### src/rtl/poly_arith_pkg.sv
// Shared types and modular helpers for the ML-KEM polynomial arithmetic unit (q = 3329).
package poly_arith_pkg;

  localparam int unsigned Q           = 3329;
  localparam int unsigned COEFF_WIDTH = 12;
  localparam logic [COEFF_WIDTH:0] Q13 = 13'(Q);

  typedef logic [COEFF_WIDTH-1:0] coeff_t;

  typedef enum logic [2:0] {
    PE_MODE_NTT  = 3'd0,
    PE_MODE_INTT = 3'd1,
    PE_MODE_CWM  = 3'd2,
    PE_MODE_ADD  = 3'd3,
    PE_MODE_SUB  = 3'd4
  } pe_mode_e;

  // Per-lane payload carried by each pipeline stage; the stage record in the
  // top wraps LANES of these together with mode, mask and valid.
  typedef struct packed {
    coeff_t u;
    coeff_t v;
  } pe_pair_t;

  function automatic coeff_t mod_add(coeff_t x, coeff_t y);
    logic [COEFF_WIDTH:0] s;
    s = {1'b0, x} + {1'b0, y};
    if (s >= Q13) s = s - Q13;
    return s[COEFF_WIDTH-1:0];
  endfunction

  function automatic coeff_t mod_sub(coeff_t x, coeff_t y);
    logic [COEFF_WIDTH:0] s;
    s = {1'b0, x} - {1'b0, y};
    if (x < y) s = s + Q13;
    return s[COEFF_WIDTH-1:0];
  endfunction

  function automatic coeff_t mod_half(coeff_t x);
    logic [COEFF_WIDTH:0] s;
    s = {1'b0, x};
    if (x[0]) s = s + Q13;
    return s[COEFF_WIDTH:1];
  endfunction

endpackage

### src/rtl/pe_addsub_lanes_if.sv
// Operand/result bus of the multi-lane add/sub processing element.
interface pe_addsub_lanes_if
  import poly_arith_pkg::*;
#(
  parameter int unsigned LANES = 4
) ();

  logic [LANES*COEFF_WIDTH-1:0] a_i;
  logic [LANES*COEFF_WIDTH-1:0] b_i;
  logic [LANES*COEFF_WIDTH-1:0] c_i;
  pe_mode_e                     mode_i;
  logic [LANES-1:0]             lane_mask_i;
  logic                         valid_i;
  logic                         ready_o;
  logic                         flush_i;
  logic [LANES*COEFF_WIDTH-1:0] u_o;
  logic [LANES*COEFF_WIDTH-1:0] v_o;
  pe_mode_e                     mode_o;
  logic                         valid_o;
  logic                         ready_i;
  logic                         busy_o;

  modport master (
    output a_i, b_i, c_i, mode_i, lane_mask_i, valid_i, flush_i, ready_i,
    input  ready_o, u_o, v_o, mode_o, valid_o, busy_o
  );

  modport slave (
    input  a_i, b_i, c_i, mode_i, lane_mask_i, valid_i, flush_i, ready_i,
    output ready_o, u_o, v_o, mode_o, valid_o, busy_o
  );

endinterface

### src/rtl/pe_addsub_lane.sv
// One coefficient lane: raw modular add/sub (feeds stage 1) and halving/masking
// of the registered raw results (feeds stage 2). Purely combinational.
module pe_addsub_lane
  import poly_arith_pkg::*;
(
  input  coeff_t   a_i,
  input  coeff_t   b_i,
  input  coeff_t   c_i,
  input  pe_mode_e mode_i,
  output coeff_t   u_raw_o,
  output coeff_t   v_raw_o,
  input  coeff_t   u_raw_i,
  input  coeff_t   v_raw_i,
  input  pe_mode_e mode_raw_i,
  input  logic     en_i,
  output coeff_t   u_o,
  output coeff_t   v_o
);

  always_comb begin
    u_raw_o = '0;
    v_raw_o = '0;
    case (mode_i)
      PE_MODE_NTT: begin
        u_raw_o = mod_add(a_i, c_i);
        v_raw_o = mod_sub(a_i, c_i);
      end
      PE_MODE_INTT: begin
        u_raw_o = mod_add(a_i, b_i);
        v_raw_o = mod_sub(b_i, a_i);
      end
      PE_MODE_CWM: begin
        u_raw_o = mod_add(a_i, c_i);
        v_raw_o = mod_add(b_i, c_i);
      end
      PE_MODE_ADD: u_raw_o = mod_add(a_i, b_i);
      PE_MODE_SUB: u_raw_o = mod_sub(a_i, b_i);
      default: ;
    endcase
  end

  always_comb begin
    u_o = (mode_raw_i == PE_MODE_INTT) ? mod_half(u_raw_i) : u_raw_i;
    v_o = v_raw_i;
    if (!en_i) begin
      u_o = '0;
      v_o = '0;
    end
  end

endmodule

### src/rtl/pe_addsub_lanes.sv
// Multi-lane modular add/sub/half processing element with a uniform LAT-deep
// pipeline that stalls as a whole under valid/ready backpressure.
module pe_addsub_lanes
  import poly_arith_pkg::*;
#(
  parameter int unsigned LANES = 4,
  parameter int unsigned LAT   = 4
) (
  input logic              clk,
  input logic              rst,
  pe_addsub_lanes_if.slave bus
);

  typedef struct packed {
    pe_pair_t [LANES-1:0] res;
    pe_mode_e             mode;
    logic [LANES-1:0]     mask;
    logic                 valid;
  } stage_t;

  stage_t               st_q [LAT];
  stage_t               s1_d;
  stage_t               s2_d;
  pe_pair_t [LANES-1:0] raw;
  pe_pair_t [LANES-1:0] fin;
  logic                 adv;
  logic                 busy;

  for (genvar k = 0; k < LANES; k++) begin : g_lane
    pe_addsub_lane u_lane (
      .a_i       (bus.a_i[k*COEFF_WIDTH +: COEFF_WIDTH]),
      .b_i       (bus.b_i[k*COEFF_WIDTH +: COEFF_WIDTH]),
      .c_i       (bus.c_i[k*COEFF_WIDTH +: COEFF_WIDTH]),
      .mode_i    (bus.mode_i),
      .u_raw_o   (raw[k].u),
      .v_raw_o   (raw[k].v),
      .u_raw_i   (st_q[0].res[k].u),
      .v_raw_i   (st_q[0].res[k].v),
      .mode_raw_i(st_q[0].mode),
      .en_i      (st_q[0].mask[k]),
      .u_o       (fin[k].u),
      .v_o       (fin[k].v)
    );

    assign bus.u_o[k*COEFF_WIDTH +: COEFF_WIDTH] = st_q[LAT-1].res[k].u;
    assign bus.v_o[k*COEFF_WIDTH +: COEFF_WIDTH] = st_q[LAT-1].res[k].v;
  end

  // One global advance: bubbles travel with the pipe rather than collapsing.
  assign adv = !st_q[LAT-1].valid || bus.ready_i;

  always_comb begin
    s1_d = '{res: raw, mode: bus.mode_i, mask: bus.lane_mask_i, valid: bus.valid_i};
    s2_d = '{res: fin, mode: st_q[0].mode, mask: '0, valid: st_q[0].valid};
  end

  always_ff @(posedge clk or posedge rst) begin
    if (rst) begin
      for (int unsigned i = 0; i < LAT; i++) st_q[i] <= '0;
    end else if (bus.flush_i) begin
      for (int unsigned i = 0; i < LAT; i++) st_q[i].valid <= 1'b0;
    end else if (adv) begin
      st_q[0] <= s1_d;
      st_q[1] <= s2_d;
      for (int unsigned i = 2; i < LAT; i++) st_q[i] <= st_q[i-1];
    end
  end

  always_comb begin
    busy = 1'b0;
    for (int unsigned i = 0; i < LAT; i++) busy = busy | st_q[i].valid;
  end

  assign bus.ready_o = adv;
  assign bus.valid_o = st_q[LAT-1].valid;
  assign bus.mode_o  = st_q[LAT-1].mode;
  assign bus.busy_o  = busy;

endmodule

### src/flat_wrapper.sv
// flat-port wrapper written by rule: the top's interface ports become plain ports
module pe_addsub_lanes_flat import poly_arith_pkg::*;
#(
  parameter int unsigned LANES = 4,
  parameter int unsigned LAT   = 4
)
  (clk, rst, bus_a_i, bus_b_i, bus_c_i, bus_mode_i, bus_lane_mask_i, bus_valid_i, bus_flush_i, bus_ready_i, bus_ready_o, bus_u_o, bus_v_o, bus_mode_o, bus_valid_o, bus_busy_o);
  pe_addsub_lanes_if #(.LANES(LANES)) bus_i ();
  input logic clk;
  input logic rst;
  input wire logic [$bits(bus_i.a_i)-1:0] bus_a_i;
  input wire logic [$bits(bus_i.b_i)-1:0] bus_b_i;
  input wire logic [$bits(bus_i.c_i)-1:0] bus_c_i;
  input wire logic [$bits(bus_i.mode_i)-1:0] bus_mode_i;
  input wire logic [$bits(bus_i.lane_mask_i)-1:0] bus_lane_mask_i;
  input wire logic [$bits(bus_i.valid_i)-1:0] bus_valid_i;
  input wire logic [$bits(bus_i.flush_i)-1:0] bus_flush_i;
  input wire logic [$bits(bus_i.ready_i)-1:0] bus_ready_i;
  output wire logic [$bits(bus_i.ready_o)-1:0] bus_ready_o;
  output wire logic [$bits(bus_i.u_o)-1:0] bus_u_o;
  output wire logic [$bits(bus_i.v_o)-1:0] bus_v_o;
  output wire logic [$bits(bus_i.mode_o)-1:0] bus_mode_o;
  output wire logic [$bits(bus_i.valid_o)-1:0] bus_valid_o;
  output wire logic [$bits(bus_i.busy_o)-1:0] bus_busy_o;
  assign bus_i.a_i = bus_a_i;
  assign bus_i.b_i = bus_b_i;
  assign bus_i.c_i = bus_c_i;
  assign bus_i.mode_i = bus_mode_i;
  assign bus_i.lane_mask_i = bus_lane_mask_i;
  assign bus_i.valid_i = bus_valid_i;
  assign bus_i.flush_i = bus_flush_i;
  assign bus_i.ready_i = bus_ready_i;
  assign bus_ready_o = bus_i.ready_o;
  assign bus_u_o = bus_i.u_o;
  assign bus_v_o = bus_i.v_o;
  assign bus_mode_o = bus_i.mode_o;
  assign bus_valid_o = bus_i.valid_o;
  assign bus_busy_o = bus_i.busy_o;
  pe_addsub_lanes #(.LANES(LANES), .LAT(LAT)) u_core (.clk(clk), .rst(rst), .bus(bus_i));
endmodule
### config.mk
export PLATFORM = sky130hd
export DESIGN_NAME = pe_addsub_lanes_flat
export DESIGN_NICKNAME = d
export VERILOG_FILES = /design/src/rtl/poly_arith_pkg.sv /design/src/rtl/pe_addsub_lanes_if.sv /design/src/rtl/pe_addsub_lane.sv /design/src/rtl/pe_addsub_lanes.sv /design/src/flat_wrapper.sv
export SDC_FILE = /design/constraint.sdc
export NUM_CORES = 2
export LEC_CHECK = 0
export BUFFER_PORTS_ARGS = -buffer_cell sky130_fd_sc_hd__buf_4
export CORE_ASPECT_RATIO = 1.25
export CORE_MARGIN = 4
export CORE_UTILIZATION = 40
export CTS_CLUSTER_DIAMETER = 120
export CTS_CLUSTER_SIZE = 25
export DETAILED_ROUTE_END_ITERATION = 7
export PLACE_DENSITY = 0.56
export REMOVE_ABC_BUFFERS = 1
export SLEW_MARGIN = 20
export SYNTH_ARGS = -nofsm -noshare
export SYNTH_HDL_FRONTEND = slang
export SYNTH_HIERARCHICAL = 1
export SYNTH_SLANG_ARGS = --single-unit
### constraint.sdc
create_clock -name clk -period 19.6 [get_ports clk]
set_input_delay 1.96 -clock clk [delete_from_list [all_inputs] [get_ports clk]]
set_output_delay 1.96 -clock clk [all_outputs]
set_load 0.01 [all_outputs]
[After elaboration in Yosys (flattened, before gate mapping)]
Index checks and enable logic that the tools add are counted.
Widths: inputs -> output; s select.
Storage, ports and cells
  register bits after elaboration: 404
  bits in latches: 0
  RAM bits: 0
  ROM bits: 0
  input bits: 156
  logic and storage cells: 186
  memories: 0
Cells by class
  $add $sub $neg: 52
  multiply operators: 0
  div/mod/pow operators: 0
  magnitude comparators: 24
  equality and inequality tests: 5
  shifts and indexed selects: 0
  muxes and demuxes: 53
  bitwise operators: 4
  reduce and logical (&&, ||, !) cells: 7
Operators with widths (number)
  $mux 12: 36
  $mux 313: 1
  $pmux 12 s3: 8
  $add 12x12->13: 12
  $ge 13x12->1 const B: 12
  $add 12x12->12 const B: 12
  $lt 12x12->1: 12
  $sub 12x12->12: 12
  $sub 12x12->12 const B: 12
  $add 12x12->13 const B: 4
  $mux 13: 4
  $eq 3x1->1 const B: 2
  $eq 3x2->1 const B: 2
  $mux 1: 4
  $reduce_or 2->1: 2
  $eq 3x3->1 const B: 1
  $logic_not 3->1: 1
  $or 1x1->1: 3
  $reduce_and 2->1: 1
  $reduce_bool 2->1: 1
  $logic_not 1->1: 1
  $logic_or 1x1->1: 1
  $not 1->1: 1

[Longest topological paths before layout]
  depth in word-level cells: 6
  gate-level depth with buffers: 15

[By module]
The synthesis kept the hierarchy.
By module, submodules not included
  pe_addsub_lanes: times used 1, cells each 961, area an instance 17849.6 um^2
  pe_addsub_lane at u_core.g_lane[0].u_lane ...: times used 2, cells each 1026, area an instance 6999.2 um^2
  pe_addsub_lane at u_core.g_lane[1].u_lane: times used 1, cells each 951, area an instance 6496.2 um^2
  pe_addsub_lane at u_core.g_lane[3].u_lane: times used 1, cells each 922, area an instance 6354.8 um^2

[Worst setup path before layout]
OpenSTA, ideal clock, no wires.
  path type: input to register
  start: input bus_a_i[12]
  end: register u_core/st_q[362] (netlist bit)
  library setup time: 0.125 ns
  data arrival time: 5.003 ns
  slack: 14.472 ns
  cell stages on the path: 12
  path buffers: 0
  cells stage by stage: ha_1 > fa_1 > nor2b_1 > o211a_1 > o211a_1 > or3_4 > o311ai_4 > o2111ai_4 > nand2_4 > mux2i_1 > or4_1 > mux2_4
RTL lines
  start, declared: RTL line flat_wrapper.sv:11  | input wire logic [$bits(bus_i.a_i)-1:0] bus_a_i;
  end, declared: RTL line pe_addsub_lanes.sv:21  | stage_t st_q [LAT];

==> impl_results.md <==
- Die area: between 0.1 and 0.15 sq mm
- CP endpoint kind: register
- Final Cell Area: roughly 0.047 sq mm
- Initial Util: roughly 40%
- CTS buffer count: 22
- Crit Path Class: in -> reg
- Post-synthesis compound-gate area fraction: between 10% and 20%
- Place WS: 13.73 ns
- Mux cell area share after synthesis: roughly 15%
- Most used DFF post-synth: dfrtp_1
- Number of synthesized flops with an enable pin: 0
- CP Launch Point: bus_a_i[13]
- Area share of the largest cell type after synthesis: a little under a quarter
- Total gr overflow: 0
- Max VDD drop: 0.07962 mV
- Post-cts hold buffer count: 0
- DRC: 0
- Initial antenna violation count: 2
- DR WL/cell: between 20 and 25 um
- CP endpoint: u_core/st_q[362]
- Post-synth cell types: about 130
- Min Tclk post-route: 5.443 ns
- Hold slack final: 0.5091 ns
- Non-filler cells, final: ~6.3k
- Min-Delay Path Class: reg -> reg
- Worst slew margin: 28.76%
- CTS clock-pin slew for the worst setup and hold paths: ~0.10 ns
- Final Skew: roughly 0.03 ns
- # Max-Cap Violations: 0
- GPL Wtd Cong: 0.8986
- TritonRoute pass-1 iters: 5
- Critical path launch point type: primary input
- Global Route Usage Sum: about a fifth
- Total power: between 3 and 4 mW
- # setup viols final: 0
- Seq. cell area: 0.01011 sq mm
- Largest net degree at the start of global routing: ~120
- Worst reg-to-reg path cell count: 6
- Post-CTS Setup Bufs: 0
- Synth top area cells: dfrtp_1 23%, mux2_4 14%, ha_1 9.2%
- R2r setup slk: roughly 15 ns
- Vias in the first global route: around 35k
- Mapped Area: approximately 0.045 sq mm
- Reg2Reg Launch Point: u_core/bus.valid_o
- Reg-to-Reg End: u_core/st_q[177]
- Worst-margin pin slew: approximately 1.1 ns
- Rows: about 140
- Die Ht: 381.7 um
- Clock Tree Buf Depth: 3
- Share of layout cells above drive strength 1: ~18%
- F_max: between 150 and 200 MHz
- Post-cts repair resize count: 0
- Vias: between 30k and 40k
- Clock root buffer: clkbuf_16
- CTS tree: done
- Largest family of logic cells by synthesized area: compound AO/OA/AOI/OAI gates
- Xor/xnor cell area share of the yosys netlist: roughly 7.6%
- Clock sink count: 404
- Placed Cells: 6,296
- Post-synthesis async set-or-reset flop share: 100.0%
- Largest area contributor in the netlist: dfrtp_1
- Util after Layout: between 40% and 50%
- Post-Synth Adder-Cell Area: roughly 10%
- CP required: approximately 20 ns
- CTS HTree Levels: 1
- Number of synthesis warnings: 6
- Period utilization: 27.77%
- Fin. max-slew vios: 0
- Core area: about 0.11 sq mm
- Routed wire length: about 130,000 um
- Drt via density: between 5 and 6
- Floorplan die width: about 310 um
- PwrDens: between 70 and 80 mW/mm^2
- Placed Area: ~0.046 sq mm
- Hold Vio Cnt, Final: 0
- I/O pin total: 258
- Unrepaired setup endpoints after global routing: false
- Data arrival, critical path: just under 6 ns
- Simple-gate share of the synthesized area: roughly 18%
- Post-synthesis sequential area ratio: a little under a quarter
- Flops & latches, synth: just over 400
- First-pass GRT wire length: ~200,000 um
- Final ANT Viol Nets: 0
- Fill cells: between 10k and 15k
- Post-Synthesis Cells: around 5k
- Layout net count: 5,379
- Setup ws final: ~14 ns
- Starting DRT DRC Count: about 2.4k
- Avg Cell Area, Syn: 9.148 sq um
- Layout area overhead: 5.089%
- PortBufs: ~260
- Static leakage: 21.48 nW
- Outcome: completed
- Area of the multi-input gates: 0.03118 sq mm
- Crit path max fanout: 8
- Post-route setup TNS: 0 ns
- Final HPWL DP: 100,100 um
- Clk_lat worst skew: around 0.60 ns
## worst max-delay path, cell delays in order
cell and delay [ns]:
buf_4 0.17, inv_1 0.13, ha_1 0.34, nor2b_1 0.23, o21ai_1 0.16, xnor2_1 0.68, nand3_1 0.40, o41ai_1 0.69
a211oi_2 0.25, nand3_1 0.14, a21oi_1 0.07, or4_1 0.42, mux2_4 0.27
## worst min path at each step
| stage | from | endpoint | slack (ns) | cells past startpoint |
|---|---|---|---|---|
| after floorplan | u_core/st_q[320] | u_core/st_q[320] | 0.47 | 1 |
| after global placement | u_core/st_q[378] | u_core/st_q[378] | 0.49 | 1 |
| final | u_core/st_q[176] | u_core/bus.u_o[28] | 0.51 | 1 |
| after global routing | u_core/st_q[176] | u_core/bus.u_o[28] | 0.52 | 1 |
| after detailed placement | u_core/st_q[323] | u_core/st_q[323] | 0.49 | 1 |
| after CTS | u_core/st_q[115] | u_core/bus.v_o[3] | 0.52 | 1 |
## registers in the layout (all words and copies together), names as in the netlist
signal and flops:
u_core/bus.u_o 48, u_core/s2_d 4, u_core/st_q 300, u_core/bus.mode_o 3, u_core/bus.valid_o 1, u_core/bus.v_o 48
## where the power goes
group | switching [mW] | internal (mW) | leakage [nW] | total (mW)
registers | 0.149 | 0.996 | 5.37 | 1.15
clock network | 0.299 | 0.233 | 0.340 | 0.533
logic | 0.889 | 0.766 | 15.8 | 1.65
total | 1.34 | 2.00 | 21.5 | 3.33
## cells in the mapped netlist (53+ instances only)
cell type    n
inv_1      282
a21oi_1    213
and2_1      97
xor2_1     114
buf_4      101
xnor2_1    262
nand2_1    263
o21ai_0    186
nor2_1     331
nand2b_1    77
nor2b_1     84
nor3_1     127
o211ai_1    64
ha_1       328
nand4_1     53
clkbuf_1   118
mux2_4     402
nand3_1    154
dfrtp_1    404
## cell type report
cell class                 instances  area share, %
timing repair buffer             275          4.422
multi-input combinational       3878          66.38
antenna                            2        0.01065
inverter                         290          2.333
tap                             1449          3.860
clock inverter                     7         0.2397
sequential                       404          21.52
clock buffer                      24          1.233
## placed cells by master (no fill, tap or decap), types with 127 or more instances in the layout
master and n:
nor3_1 127, a21oi_1 213, ha_1 328, nand3_1 154, nand2_1 263, buf_4 274, mux2_4 402, o21ai_0 186
nor2_1 331, dfrtp_1 404, xnor2_1 262, inv_1 281
## metal layers
metal | vias up | GRT usage [%] | wire (um)
met1 | 17390 | 27.28 | 57260
met5 | - | 0 | 0
met3 | 189 | 1.509 | 4327
met4 | 0 | 7.224 | 4748
li1 | 17620 | - | -
met2 | 831 | 36.16 | 61660
## kinds of logic (layout without fill, tap and decap cells)
family / Yosys count / in the layout
simple gates: 1516 / 1516
compound gates: 1166 / 1166
buf+inv: 604 / 596
mux: 464 / 464
flops: 404 / 404
xor+xnor: 380 / 380
fa+ha+maj: 352 / 352
other cells: 0 / 2
(Power assumes the default switching activity.)
